`src/rtl/tia_motion_decoder_pkg.sv`:
```
// tia_motion_decoder_pkg: shared object indices, window sizing, FSM states and nibble decode
package tia_motion_decoder_pkg;
  localparam int P0 = 0;
  localparam int P1 = 1;
  localparam int M0 = 2;
  localparam int M1 = 3;
  localparam int BL = 4;
  localparam int NUM_OBJ = 5;
  localparam int WINDOW_LEN = 17;
  localparam int CNT_W = 5;
  localparam logic [CNT_W-1:0] CNT_MAX = CNT_W'(WINDOW_LEN - 1);
  localparam logic [3:0] HM_BIAS = 4'b1000;
  localparam logic [3:0] HM_OVF = 4'b0111;
  typedef enum logic [1:0] {IDLE, COUNT, REPORT} state_t;
  // A saturated counter cannot be told apart from 16 real pulses, so it reports the largest legal nibble.
  function automatic logic [3:0] hm_decode(input logic [CNT_W-1:0] cnt);
    return (cnt == CNT_MAX) ? HM_OVF : cnt[3:0] ^ HM_BIAS;
  endfunction
endpackage

```
`src/rtl/tia_motion_decoder_channel.sv`:
```
// tia_motion_decoder_channel: per-object saturating pulse counter with nibble decode
//   i_clk, i_rst_bar (sync, active low), i_count_en / i_clear from the window FSM,
//   i_ec_bar extra-clock strobe (active low); o_hm decoded nibble, o_ovf counter saturated.
module tia_motion_decoder_channel
  import tia_motion_decoder_pkg::*;
(
  input  logic       i_clk,
  input  logic       i_rst_bar,
  input  logic       i_count_en,
  input  logic       i_clear,
  input  logic       i_ec_bar,
  output logic [3:0] o_hm,
  output logic       o_ovf
);
  logic [CNT_W-1:0] r_cnt;
  always_ff @(posedge i_clk)
    if (!i_rst_bar || i_clear) r_cnt <= '0;
    else if (i_count_en && !i_ec_bar && r_cnt != CNT_MAX) r_cnt <= r_cnt + 1'b1;
  assign o_ovf = r_cnt == CNT_MAX;
  assign o_hm = hm_decode(r_cnt);
endmodule

```
`src/rtl/tia_motion_decoder.sv`:
```
// tia_motion_decoder: recovers HMxx nibbles from the five extra-clock strobes of an HMOVE window
//   i_clk, i_rst_bar (sync, active low), i_sec (rise opens a window),
//   i_p0/p1/m0/m1/blec_bar extra clocks (active low);
//   o_hm_p0/p1/m0/m1/bl decoded nibbles, o_hm_valid one-cycle report strobe,
//   o_hm_ovf {bl,m1,m0,p1,p0} saturation flags, o_oow_err sticky out-of-window flag.
//   Define TIA_MOTION_DECODER_OOW_CHECK_EN to enable o_oow_err; otherwise it is tied 0.
module tia_motion_decoder
  import tia_motion_decoder_pkg::*;
(
  input  logic       i_clk,
  input  logic       i_rst_bar,
  input  logic       i_sec,
  input  logic       i_p0ec_bar,
  input  logic       i_p1ec_bar,
  input  logic       i_m0ec_bar,
  input  logic       i_m1ec_bar,
  input  logic       i_blec_bar,
  output logic [3:0] o_hm_p0,
  output logic [3:0] o_hm_p1,
  output logic [3:0] o_hm_m0,
  output logic [3:0] o_hm_m1,
  output logic [3:0] o_hm_bl,
  output logic       o_hm_valid,
  output logic [4:0] o_hm_ovf,
  output logic       o_oow_err
);
  state_t r_state, w_next;
  logic r_sec_q, w_rise, w_count_en, w_clear, r_hm_valid;
  logic [CNT_W-1:0] r_wcnt;
  logic [NUM_OBJ-1:0] w_ec_bar, w_ovf, r_ovf;
  logic [NUM_OBJ-1:0][3:0] w_hm, r_hm;
  assign w_ec_bar = {i_blec_bar, i_m1ec_bar, i_m0ec_bar, i_p1ec_bar, i_p0ec_bar};
  assign w_rise = i_sec & ~r_sec_q;
  always_ff @(posedge i_clk)
    if (!i_rst_bar) r_state <= IDLE;
    else r_state <= w_next;
  // The rise cycle itself is window cycle 0, so counting is enabled while still in IDLE.
  always_comb begin
    w_next = r_state;
    w_count_en = 1'b0;
    w_clear = 1'b0;
    w_next = (r_state == IDLE) ? (w_rise ? COUNT : IDLE) :
             (r_state == COUNT) ? ((r_wcnt == CNT_W'(WINDOW_LEN - 1)) ? REPORT : COUNT) : IDLE;
    w_count_en = (r_state == COUNT) || (r_state == IDLE && w_rise);
    w_clear = r_state == REPORT;
  end
  always_ff @(posedge i_clk)
    if (!i_rst_bar) begin
      r_sec_q <= 1'b0;
      r_wcnt <= '0;
      r_hm <= '0;
      r_ovf <= '0;
      r_hm_valid <= 1'b0;
    end else begin
      r_sec_q <= i_sec;
      r_wcnt <= (w_next == COUNT) ? r_wcnt + 1'b1 : '0;
      r_hm_valid <= w_clear;
      if (w_clear) begin
        r_hm <= w_hm;
        r_ovf <= w_ovf;
      end
    end
  for (genvar g = 0; g < NUM_OBJ; g++) begin : g_ch
    tia_motion_decoder_channel u_ch (
      .i_clk      (i_clk),
      .i_rst_bar  (i_rst_bar),
      .i_count_en (w_count_en),
      .i_clear    (w_clear),
      .i_ec_bar   (w_ec_bar[g]),
      .o_hm       (w_hm[g]),
      .o_ovf      (w_ovf[g])
    );
  end
`ifdef TIA_MOTION_DECODER_OOW_CHECK_EN
  logic r_oow_err;
  always_ff @(posedge i_clk)
    if (!i_rst_bar) r_oow_err <= 1'b0;
    else if (!(&w_ec_bar) && ((r_state == IDLE && !w_rise) || r_state == REPORT)) r_oow_err <= 1'b1;
  assign o_oow_err = r_oow_err;
`else
  assign o_oow_err = 1'b0;
`endif
  assign o_hm_p0 = r_hm[P0];
  assign o_hm_p1 = r_hm[P1];
  assign o_hm_m0 = r_hm[M0];
  assign o_hm_m1 = r_hm[M1];
  assign o_hm_bl = r_hm[BL];
  assign o_hm_valid = r_hm_valid;
  assign o_hm_ovf = r_ovf;
endmodule

```
`config.mk`:
```
export PLATFORM = sky130hd
export DESIGN_NAME = tia_motion_decoder
export DESIGN_NICKNAME = d
export VERILOG_FILES = /design/src/rtl/tia_motion_decoder_pkg.sv /design/src/rtl/tia_motion_decoder_channel.sv /design/src/rtl/tia_motion_decoder.sv
export SDC_FILE = /design/constraint.sdc
export NUM_CORES = 1
export LEC_CHECK = 0
export ABC_CLOCK_PERIOD_IN_PS = 2009
export CORE_MARGIN = 2
export CORE_UTILIZATION = 35
export CTS_CLUSTER_SIZE = 12
export DETAILED_ROUTE_END_ITERATION = 8
export PLACE_DENSITY = 0.58
export SLEW_MARGIN = 20
export SYNTH_ARGS = -nofsm -noshare
export SYNTH_HDL_FRONTEND = slang
export SYNTH_SLANG_ARGS = --single-unit
```
`constraint.sdc`:
```
create_clock -name i_clk -period 2.01 [get_ports i_clk]
set_input_delay 0.603 -clock i_clk [delete_from_list [all_inputs] [get_ports i_clk]]
set_output_delay 0.603 -clock i_clk [all_outputs]
set_load 0.1 [all_outputs]
```
==> results of run 1 <==
routing by layer:
metal  GRT usage  vias up
met5           0        -
met4      0.0692        0
met3      0.0338        9
met2       0.247       28
met1       0.194      914
li1            -     1025
area by class of cell:
class	count	area, um2	share of cell area
multi-input cells	185	1270	0.358
well taps	99	124	0.0347
inverters	15	56.3	0.0158
clock buffers	11	141	0.0396
repair buffers	46	688	0.193
flip-flops and latches	59	1180	0.331
clock inverters	5	100	0.0281
power by group:
part	switching [mW]	internal, mW	total, mW
Sequential	0.0299	1.19	1.22
Combinational	0.103	0.0823	0.185
Clock	0.456	0.853	1.31
Total	0.589	2.13	2.72
stage by stage:
step,instances,setup TNS (ps)
final,420,0
after global routing,420,0
after CTS,420,0
after detailed placement,404,-1550
after global placement,404,-856
after floorplan,270,0
worst reg2reg max path, stage by stage, from the launching register on:
cell and delay [ps]:
dfxtp_1 380, inv_1 90, ha_1 200, and4bb_1 290, a2111o_1 470, mux2i_1 160
nor2_1 50
cells in the final DEF (no fill, tap or decap), types with 4 or more instances in the layout:
cell / Yosys / routed
nand3_1: 6 / 6
o31ai_1: 7 / 7
buf_4: 2 / 13
xnor2_1: 6 / 6
o211ai_1: 5 / 5
nor2_1: 27 / 27
xor2_1: 9 / 9
nand2_1: 39 / 39
inv_1: 13 / 13
a22o_1: 4 / 4
o2111ai_1: 6 / 6
clkdlybuf4s50_1: 0 / 7
buf_12: 0 / 26
o21ai_0: 17 / 17
dfxtp_1: 59 / 59
nor3b_1: 4 / 4
clkbuf_8: 0 / 10
mux2i_1: 9 / 9
ha_1: 12 / 12
logic make-up (layout without fill, tap and decap cells):
| kind of cell | after synthesis | count (layout) | synth area share |
|---|---|---|---|
| other | 1 | 1 | 0.00146 |
| muxes | 9 | 9 | 0.0351 |
| adders and majority gates | 12 | 12 | 0.0585 |
| and+or+nand+nor | 100 | 100 | 0.203 |
| AOI/OAI and AO/OA | 48 | 48 | 0.147 |
| xor gates and xnor gates | 15 | 15 | 0.0512 |
| DFF | 59 | 59 | 0.460 |
| buffers and inverters | 26 | 77 | 0.0443 |
state kept, by name, indices dropped and copies added (netlist names):
name / count
g_ch.u_ch.r_cnt: 25
o_hm_ovf: 5
r_wcnt: 5
o_hm_bl: 4
o_hm_m0: 4
o_hm_m1: 4
o_hm_p0: 4
o_hm_p1: 4
r_state: 2
o_hm_valid: 1
r_sec_q: 1
how the worst max path moves through the flow:
stage,slack (ps),endpoint
finish,210,g_ch[2].u_ch.r_cnt[3]
global route,100,g_ch[0].u_ch.r_cnt[1]
CTS,210,g_ch[2].u_ch.r_cnt[3]
detailed placement,-150,g_ch[2].u_ch.r_cnt[3]
global placement,-100,g_ch[0].u_ch.r_cnt[4]
floorplan,430,g_ch[4].u_ch.r_cnt[1]
==> impl_results.md, run 1 <==
* Synthesized Nets at 290
* Initial Utilization at 0.358
* Reg clk slew, reported paths at 60 ps
* RSZ-0062 raised after global routing: false
* Seq cells post-synth at 59
* Overall routed net length at 5320 um
* Post-synthesis instance total at 270
* Kind of critical path: input port to flip-flop
* PwrDens at 762 nW/um2
* Yosys cell types at 39
* DRC viols at 0
* Sequential area share after synthesis at 0.460
* CTS tree: done
* 1st-iter DRT viols at 88
* Root Buffer Master: clkbuf_8
* Crit path DAT at 2090 ps
* Die height at 89.7 um
* CTS Buffer Depth at 2
* Later-pin clock latency in the skew report at 340 ps
* Placer Congestion at 0.830
* Post-layout util at 0.497
* Vias in the first global route at 2,031
* Synth Cell Area at 2570 um2
* Initial antenna violation count at 0
* R2R Setup Slk at 260 ps
* Area post-placement at 3320 um2
* All-Layer GR Usage at 0.152
* Largest area contributor in the netlist: dfxtp_1
* Worst r2r src: g_ch[2].u_ch.r_cnt[0]
* Post-synth EDFFs at 0
* Fin crit share at 0.896
* Met1 wire length at 2550 um
* Skew final at 5.07 ps
* DP HPWL at 3850 um
* Die width at 89.7 um
* Final WS setup at 210 ps
* Critical path peak fanout at 7
* CTS buffer count at 9
* Crit path launch: i_sec
* WL/cell at 12.7 um
* Pre-CTS WS at -150 ps
* Yosys Warn Count at 0
* Final min period at 1800 ps
* Resized cells post-CTS at 0
* Synth-to-layout area growth at 38.9%
* Outcome: complete, no violations
* Final number of hold-violating endpoints at 0
* Die area at 8040 um2
* Io pins at 35
* CP max stage cell: clkdlybuf4s50_1
* DR top layer: met4
* Cell-by-cell trace of the critical path: clkdlybuf4s50_1 -> and2b_1 -> o21ai_0 -> or4_1 -> nand2_1
* Hold depth at 2
* H-tree depth at 3
* Worst Hold Launch: o_hm_p1[2]
* Async set or reset register ratio after synthesis at 0
* Count leader, synth: dfxtp_1
* Clk sink count at 59
* Overflow after GRT at 0
* Syn_area_per_cell at 9.51 um2
* Max incr delay on CP at 540 ps
* Levels on crit path at 5
* Hold Crit Endpoint: o_hm_p1[2]
* Top cells by count, synth: dfxtp_1 (59), nand2_1 (39), nor2_1 (27), o21ai_0 (17), inv_1 (13)
* Total Power at 2.72 mW
* Port Buf Inserts at 33
* Row Count at 31
* Worst Setup End Kind: flip-flop
* Worst Hold Slack at 470 ps
* Top post-synthesis cells by area: dfxtp_1 (46%), ha_1 (5.8%), nand2_1 (5.7%)
* Top cell type's share of synthesized area at 0.460
* CP required at 2300 ps
* First-pass GRT wire length at 9270 um
* CP startpoint kind: input port
* WP buf/inv at 1
* Detailed Routing Iterations Pass 1 at 4
* Vias per inst at 4.70
* Max Slew Vio Count at 0
* Finished Cell Area at 3570 um2
* CP top delay family: simple AND/OR/NAND/NOR gates
* Setup-failing EPs final at 0
* Worst ir drop on vdd at 0.000357 V
* Antenna diodes at 0
* Fmax achieved at 555 MHz
* R2R cell count at 6
* Max_cap viols at 0
* Nets at 336
* Layout cells sized above 1 at 0.212
* Fillers at 668
* Setup Buffers After CTS at 0
* Routed met2 length at 2490 um
* Leak pwr at 1.49 nW
* Largest net degree at the start of global routing at 20
* Synth Flop Type: dfxtp_1
* Hold-fix buffers, CTS at 0
* Core area at 7180 um2
* R2R Path End: g_ch[2].u_ch.r_cnt[1]
* Via Count at 1,976
* WL met3 at 174 um
* Min-Delay Path Class: flip-flop to flip-flop
* DRT antenna net count at 0
No activity file was read; power rests on OpenSTA's default activity.
==> inputs of run 2 (changes only) <==
--- a/config.mk
+++ b/config.mk
@@ -5,7 +5,7 @@
 export SDC_FILE = /design/constraint.sdc
 export NUM_CORES = 1
 export LEC_CHECK = 0
-export ABC_CLOCK_PERIOD_IN_PS = 2009
+export ABC_CLOCK_PERIOD_IN_PS = 1800
 export CORE_MARGIN = 2
 export CORE_UTILIZATION = 35
 export CTS_CLUSTER_SIZE = 12
==> constraint.sdc (replaced) <==
create_clock -name i_clk -period 1.8 [get_ports i_clk]
set_input_delay 0.54 -clock i_clk [delete_from_list [all_inputs] [get_ports i_clk]]
set_output_delay 0.54 -clock i_clk [all_outputs]
set_load 0.1 [all_outputs]
==> run 2 against run 1 <==
Sequential share of layout area shrank 0.63 points. Clock power grew 13%. Clock skew grew 2.5 ps. Non-clock buffer count grew 9. Critical path depth is the same. Combinational power grew 23%. Largest power group unchanged. Largest cell class unchanged. Sequential power grew 11%. Core utilization grew 0.96 points. Routed wire length grew 4.2%. Worst hold slack lost 4.1 ps. First-iteration DRC count grew 30%. Count of clock-buffer cells in the layout is the same.
==> impl_results.md, run 2 (synthesized netlist as in run 1, its figures left out) <==
* Initial antenna violation count at 0 (unchanged)
* Critical path peak fanout at 6 (-1)
* Final min period at 1700 ps
* R2R Path End: g_ch[3].u_ch.r_cnt[2]
* R2R Setup Slk at 110 ps (-150 ps)
* Final number of hold-violating endpoints at 0 (unchanged)
* Most frequent cells in the layout: dfxtp_1 (59), nand2_1 (39), nor2_1 (27), buf_12 (26), buf_4 (22)
* Min-Delay Path Class: flip-flop to flip-flop
* Synth-to-layout area growth at 41.6%
* Vias in the first global route at 1,977 (-2.7%)
* Detailed Routing Iterations Pass 1 at 4 (unchanged)
* All-Layer GR Usage at 0.153 (+0.000629)
* Worst Hold Slack at 466 ps (-4.14 ps)
* Hold depth at 1 (-1)
* CP required at 2040 ps (-260 ps)
* Switching Fraction at 0.220 (+0.00338)
* Die height at 89.7 um (unchanged)
* Kind of critical path: input port to flip-flop
* Combinational power share at 0.075 (+0.007)
* Leak pwr at 1.54 nW (+3.1%)
* H-tree depth at 3 (unchanged)
* Overall routed net length at 5550 um (+4.2%)
* Reg area at 1180 um2 (unchanged)
* Total Power at 3.06 mW (+13%)
* Io pins at 35 (unchanged)
* Resized cells post-CTS at 0 (unchanged)
* Nets at 345 (+2.7%)
* DRT antenna net count at 0 (unchanged)
* Row Count at 31 (unchanged)
* Placer Congestion at 0.804 (-3.1%)
* Skew final at 7.53 ps (+2.46 ps)
* Fillers at 660 (-1.2%)
* Die width at 89.7 um (unchanged)
* DP HPWL at 3970 um (+3.0%)
* Fin crit share at 0.945
* Outcome: complete, no violations
* Hold-fix buffers, CTS at 0 (unchanged)
* Pint at 2.39 mW (+12%)
* Later-pin clock latency in the skew report at 340 ps (about the same)
* Largest Register: g_ch.u_ch.r_cnt
* CTS Buffer Depth at 2 (unchanged)
* CP startpoint kind: input port
* Initial Utilization at 0.358 (unchanged)
* Worst Setup End Kind: flip-flop
* Setup-failing EPs final at 0 (unchanged)
* CTS tree: done
* Post-layout util at 0.507 (+0.00959)
* Root Buffer Master: clkbuf_8
* Via Count at 2,030 (+2.7%)
* 1st-iter DRT viols at 114 (+30%)
* DRC viols at 0 (unchanged)
* Vias per inst at 4.73 (+0.58%)
* Reg clk slew, reported paths at 70 ps (about the same)
* Clock power frac at 0.482 (about the same)
* Core area at 7180 um2 (unchanged)
* Multi-input logic area at 1280 um2 (about the same)
* First-pass GRT wire length at 9100 um (-1.9%)
* Die area at 8040 um2 (unchanged)
* RSZ-0062 raised after global routing: false
* Net switching power at 674 uW (+14%)
* PwrDens at 842 nW/um2 (+11%)
* Crit path DAT at 1940 ps (-150 ps)
* Largest net degree at the start of global routing at 18 (-10%)
* Layout cells sized above 1 at 0.236 (+0.0245)
* Worst ir drop on vdd at 0.000381 V (+6.8%)
* Overflow after GRT at 0 (unchanged)
* Hold Crit Endpoint: r_wcnt[0]
* WL/cell at 12.9 um (+2.0%)
* Flop pwr share at 0.444 (-0.006)
* Antenna diodes at 0 (unchanged)
* Worst r2r src: g_ch[3].u_ch.r_cnt[1]
* Worst Hold Launch: r_wcnt[0]
* CTS buffer count at 9 (unchanged)
* R2R cell count at 6 (unchanged)
* Fmax achieved at 588 MHz
* Commonest non-fill, non-tap cell in the layout: dfxtp_1
* Clk sink count at 59 (unchanged)
* Port Buf Inserts at 33 (unchanged)
* Max Slew Vio Count at 0 (unchanged)
* Setup Buffers After CTS at 0 (unchanged)
* Max_cap viols at 0 (unchanged)
* Max FFs per register at 25 (unchanged)
## run 2: metrics by stage
stage	setup slack, ps	std cells	TNS, ps	cell area, um2
3_5_place_dp	-296	413	-6430	3390
6_report	98.6	429	0	3630
2_1_floorplan	222	270	0	2570
5_1_grt	4.43	429	0	3630
4_1_cts	52.7	429	0	3630
3_3_place_gp	-243	413	-5300	3390
## run 2: worst max-delay path: stages
cell	delay, ps
clkdlybuf4s50_1	540
nand2b_4	130
a2111oi_4	480
nand2_1	120
mux2i_1	130
## run 2: power groups by stage
stage / Combinational (mW) / Sequential [mW] / Clock [mW]
global route: 0.256 / 1.36 / 1.55
global placement: 0.224 / 1.39 / 0
CTS: 0.231 / 1.36 / 1.50
finish: 0.228 / 1.36 / 1.48
floorplan: 0.143 / 1.38 / 0
detailed placement: 0.230 / 1.39 / 0
## run 2: area by class of cell
class / count / share of cell area
well taps: 99 / 0.0341
clock buffers: 11 / 0.0389
multi-input cells: 185 / 0.351
repair buffers: 55 / 0.208
flip-flops and latches: 59 / 0.325
clock inverters: 5 / 0.0275
inverters: 15 / 0.0155
## run 2: metal layers
layer | vias up | part of all wire | track usage | wire length [um]
met5 | - | 0 | 0 | 0
met4 | 0 | 0.028 | 0.0963 | 157
met3 | 10 | 0.031 | 0.0384 | 170
met2 | 39 | 0.46 | 0.241 | 2570
met1 | 940 | 0.48 | 0.186 | 2650
li1 | 1041 | - | - | -
## run 2: worst max path at each step
| stage | to | depth (start not counted) | from | slack (ps) |
|---|---|---|---|---|
| 6_report | g_ch[1].u_ch.r_cnt[2] | 5 | i_sec | 100 |
| 5_1_grt | g_ch[1].u_ch.r_cnt[2] | 5 | i_sec | 4 |
| 4_1_cts | g_ch[0].u_ch.r_cnt[4] | 5 | i_sec | 50 |
| 3_5_place_dp | g_ch[0].u_ch.r_cnt[4] | 5 | i_sec | -300 |
| 3_3_place_gp | g_ch[0].u_ch.r_cnt[4] | 5 | i_sec | -240 |
| 2_1_floorplan | g_ch[4].u_ch.r_cnt[1] | 6 | g_ch[4].u_ch.r_cnt[0] | 220 |
==> inputs of run 3 (changes only) <==
--- a/config.mk
+++ b/config.mk
@@ -7,10 +7,10 @@
 export LEC_CHECK = 0
 export ABC_CLOCK_PERIOD_IN_PS = 1800
 export CORE_MARGIN = 2
-export CORE_UTILIZATION = 35
-export CTS_CLUSTER_SIZE = 12
+export CORE_UTILIZATION = 43
+export CTS_CLUSTER_SIZE = 24
 export DETAILED_ROUTE_END_ITERATION = 8
-export PLACE_DENSITY = 0.58
+export PLACE_DENSITY = 0.68
 export SLEW_MARGIN = 20
 export SYNTH_ARGS = -nofsm -noshare
 export SYNTH_HDL_FRONTEND = slang
==> run 3 against run 2 <==
Via count is 0.20% lower. First-iteration DRC count is 40% lower. Final area decreased by 1.5%. Global-route usage increased by 3.1 points. Core utilization up 11 points.
==> impl_results.md, run 3 (synthesized netlist as in run 1, its figures left out) <==
* Outcome: complete, no violations
* CTS buffer count at 9 (unchanged)
* Fin crit share at 0.944 (about the same)
* Reg clk slew, reported paths at 60 ps (about the same)
* Final number of hold-violating endpoints at 0 (unchanged)
* Vias per inst at 5.04 (+6.5%)
* Setup-failing EPs final at 0 (unchanged)
* Die area at 6600 um2 (-18%)
* Routed met2 length at 2420 um (-5.7%)
* All-Layer GR Usage at 0.184 (+0.0306)
* Nets at 342 (-0.87%)
* Setup TNS after final layout at 0 ps (unchanged)
* Max FFs per register at 25 (unchanged)
* Core area at 5850 um2 (-18%)
* Clk sink count at 59 (unchanged)
* DP HPWL at 3830 um (-3.4%)
* Largest Register: g_ch.u_ch.r_cnt
* Met1 wire length at 2540 um (-4.2%)
* PwrDens at 823 nW/um2 (-2.4%)
* Worst Hold Slack at 471 ps (+4.40 ps)
* Final WS setup at 100 ps (+1.70 ps)
* Initial Utilization at 0.439 (+0.0810)
* Final min period at 1700 ps (-1.70 ps)
* Max incr delay on CP at 540 ps (about the same)
* Cell Count Post-Placement at 385 (-6.8%)
* Placer Congestion at 0.784 (-2.5%)
* Fmax achieved at 588 MHz (+0.10%)
* Detailed Routing Iterations Pass 1 at 4 (unchanged)
* Die height at 81.3 um (-9.3%)
* CP max stage cell: clkdlybuf4s50_1
* Most frequent cells in the layout: dfxtp_1 (58), nand2_1 (39), nor2_1 (27), buf_12 (27), buf_4 (18)
* Total Power at 2.94 mW (-3.8%)
* Root Buffer Master: clkbuf_8
* Synth-to-layout area growth at 39.4%
* Skew final at 7.57 ps (+0.0385 ps)
* Antenna diodes at 0 (unchanged)
* DRT antenna net count at 0 (unchanged)
* Largest net degree at the start of global routing at 22 (+4)
* DR top layer: met4
* Worst Setup End Kind: flip-flop
* Layout cells sized above 1 at 0.232 (-0.00395)
* Final non-filler cell total at 402 (-6.3%)
* 1st-iter DRT viols at 68 (-40%)
* Hold-fix buffers, CTS at 0 (unchanged)
* CP startpoint kind: input port
* RSZ-0062 raised after global routing: false
* Kind of critical path: input port to flip-flop
* WL/cell at 13.1 um (+1.3%)
* Max_cap viols at 0 (unchanged)
* Crit path DAT at 1930 ps (about the same)
* CTS Buffer Depth at 2 (unchanged)
* Io pins at 35 (unchanged)
* Via Count at 2,026 (-0.20%)
* Overall routed net length at 5260 um (-5.1%)
* Min-Delay Path Class: flip-flop to flip-flop
* Worst ir drop on vdd at 0.000761 V (+99%)
* Leak pwr at 1.52 nW (-0.85%)
* Later-pin clock latency in the skew report at 340 ps (about the same)
* Die width at 81.3 um (-9.3%)
* Area post-placement at 3340 um2 (-1.4%)
* Fillers at 472 (-28%)
* DRC viols at 0 (unchanged)
* Commonest non-fill, non-tap cell in the layout: dfxtp_1
* Overflow after GRT at 0 (unchanged)
* CP required at 2030 ps (about the same)
* Post-layout util at 0.612 (+0.105)
* Pre-CTS WS at -278 ps (+18.1 ps)
* Max Slew Vio Count at 0 (unchanged)
* CTS tree: done
* Critical path peak fanout at 6 (unchanged)
* Vias in the first global route at 1,983 (+0.30%)
* Finished Cell Area at 3580 um2 (-1.5%)
* Port Buf Inserts at 33 (unchanged)
* First-pass GRT wire length at 9090 um (about the same)
* Cell-by-cell trace of the critical path: clkdlybuf4s50_1 -> nand2b_4 -> a2111o_1 -> mux2i_1 -> nor2_1
* Row Count at 28 (-9.7%)
* WL met3 at 182 um (+7.1%)
* Initial antenna violation count at 0 (unchanged)
* H-tree depth at 3 (unchanged)
==> run 3: worst paths after layout <==
path / start / to / slack (ps) / cells past startpoint
worst max-delay path: i_sec / g_ch[2].u_ch.r_cnt[1] / 100 / 5
worst min-delay path: o_hm_p0[1] / o_hm_p0[1] / 470 / 2
worst max register to register: g_ch[4].u_ch.r_cnt[0] / g_ch[4].u_ch.r_cnt[0] / 100 / 6
worst min register to register: o_hm_p0[1] / o_hm_p0[1] / 470 / 2
==> run 3: metal layers <==
metal  up-vias  global-route usage
met5         -                   0
met4         0              0.0847
met3        13              0.0511
met2        33               0.293
met1       943               0.229
li1       1037                   -
==> run 3: final cells by class <==
type	count	area [um2]	share of cell area
multi-input combinational	185	1270	0.356
sequential	59	1180	0.330
timing repair buffer	52	746	0.208
clock buffer	11	151	0.0423
tap	75	93.8	0.0262
clock inverter	5	75.1	0.0210
inverter	15	56.3	0.0157
==> run 3: worst max-delay path: cells and delay by family <==
kind / cells / cell delay, ps
multiplexers: 1 / 160
buffers and inverters: 1 / 540
AO/OA/AOI/OAI: 1 / 490
AND/OR/NAND/NOR: 2 / 180
==> run 3: power by group <==
part | internal [mW] | switching (mW)
registers | 1.33 | 0.0264
clock network | 0.847 | 0.508
logic | 0.104 | 0.125
==> run 3: what timing repair did <==
action,CTS,global route
buffers inserted,0,1
setup endpoints to repair,0,1
gates resized for setup,0,1
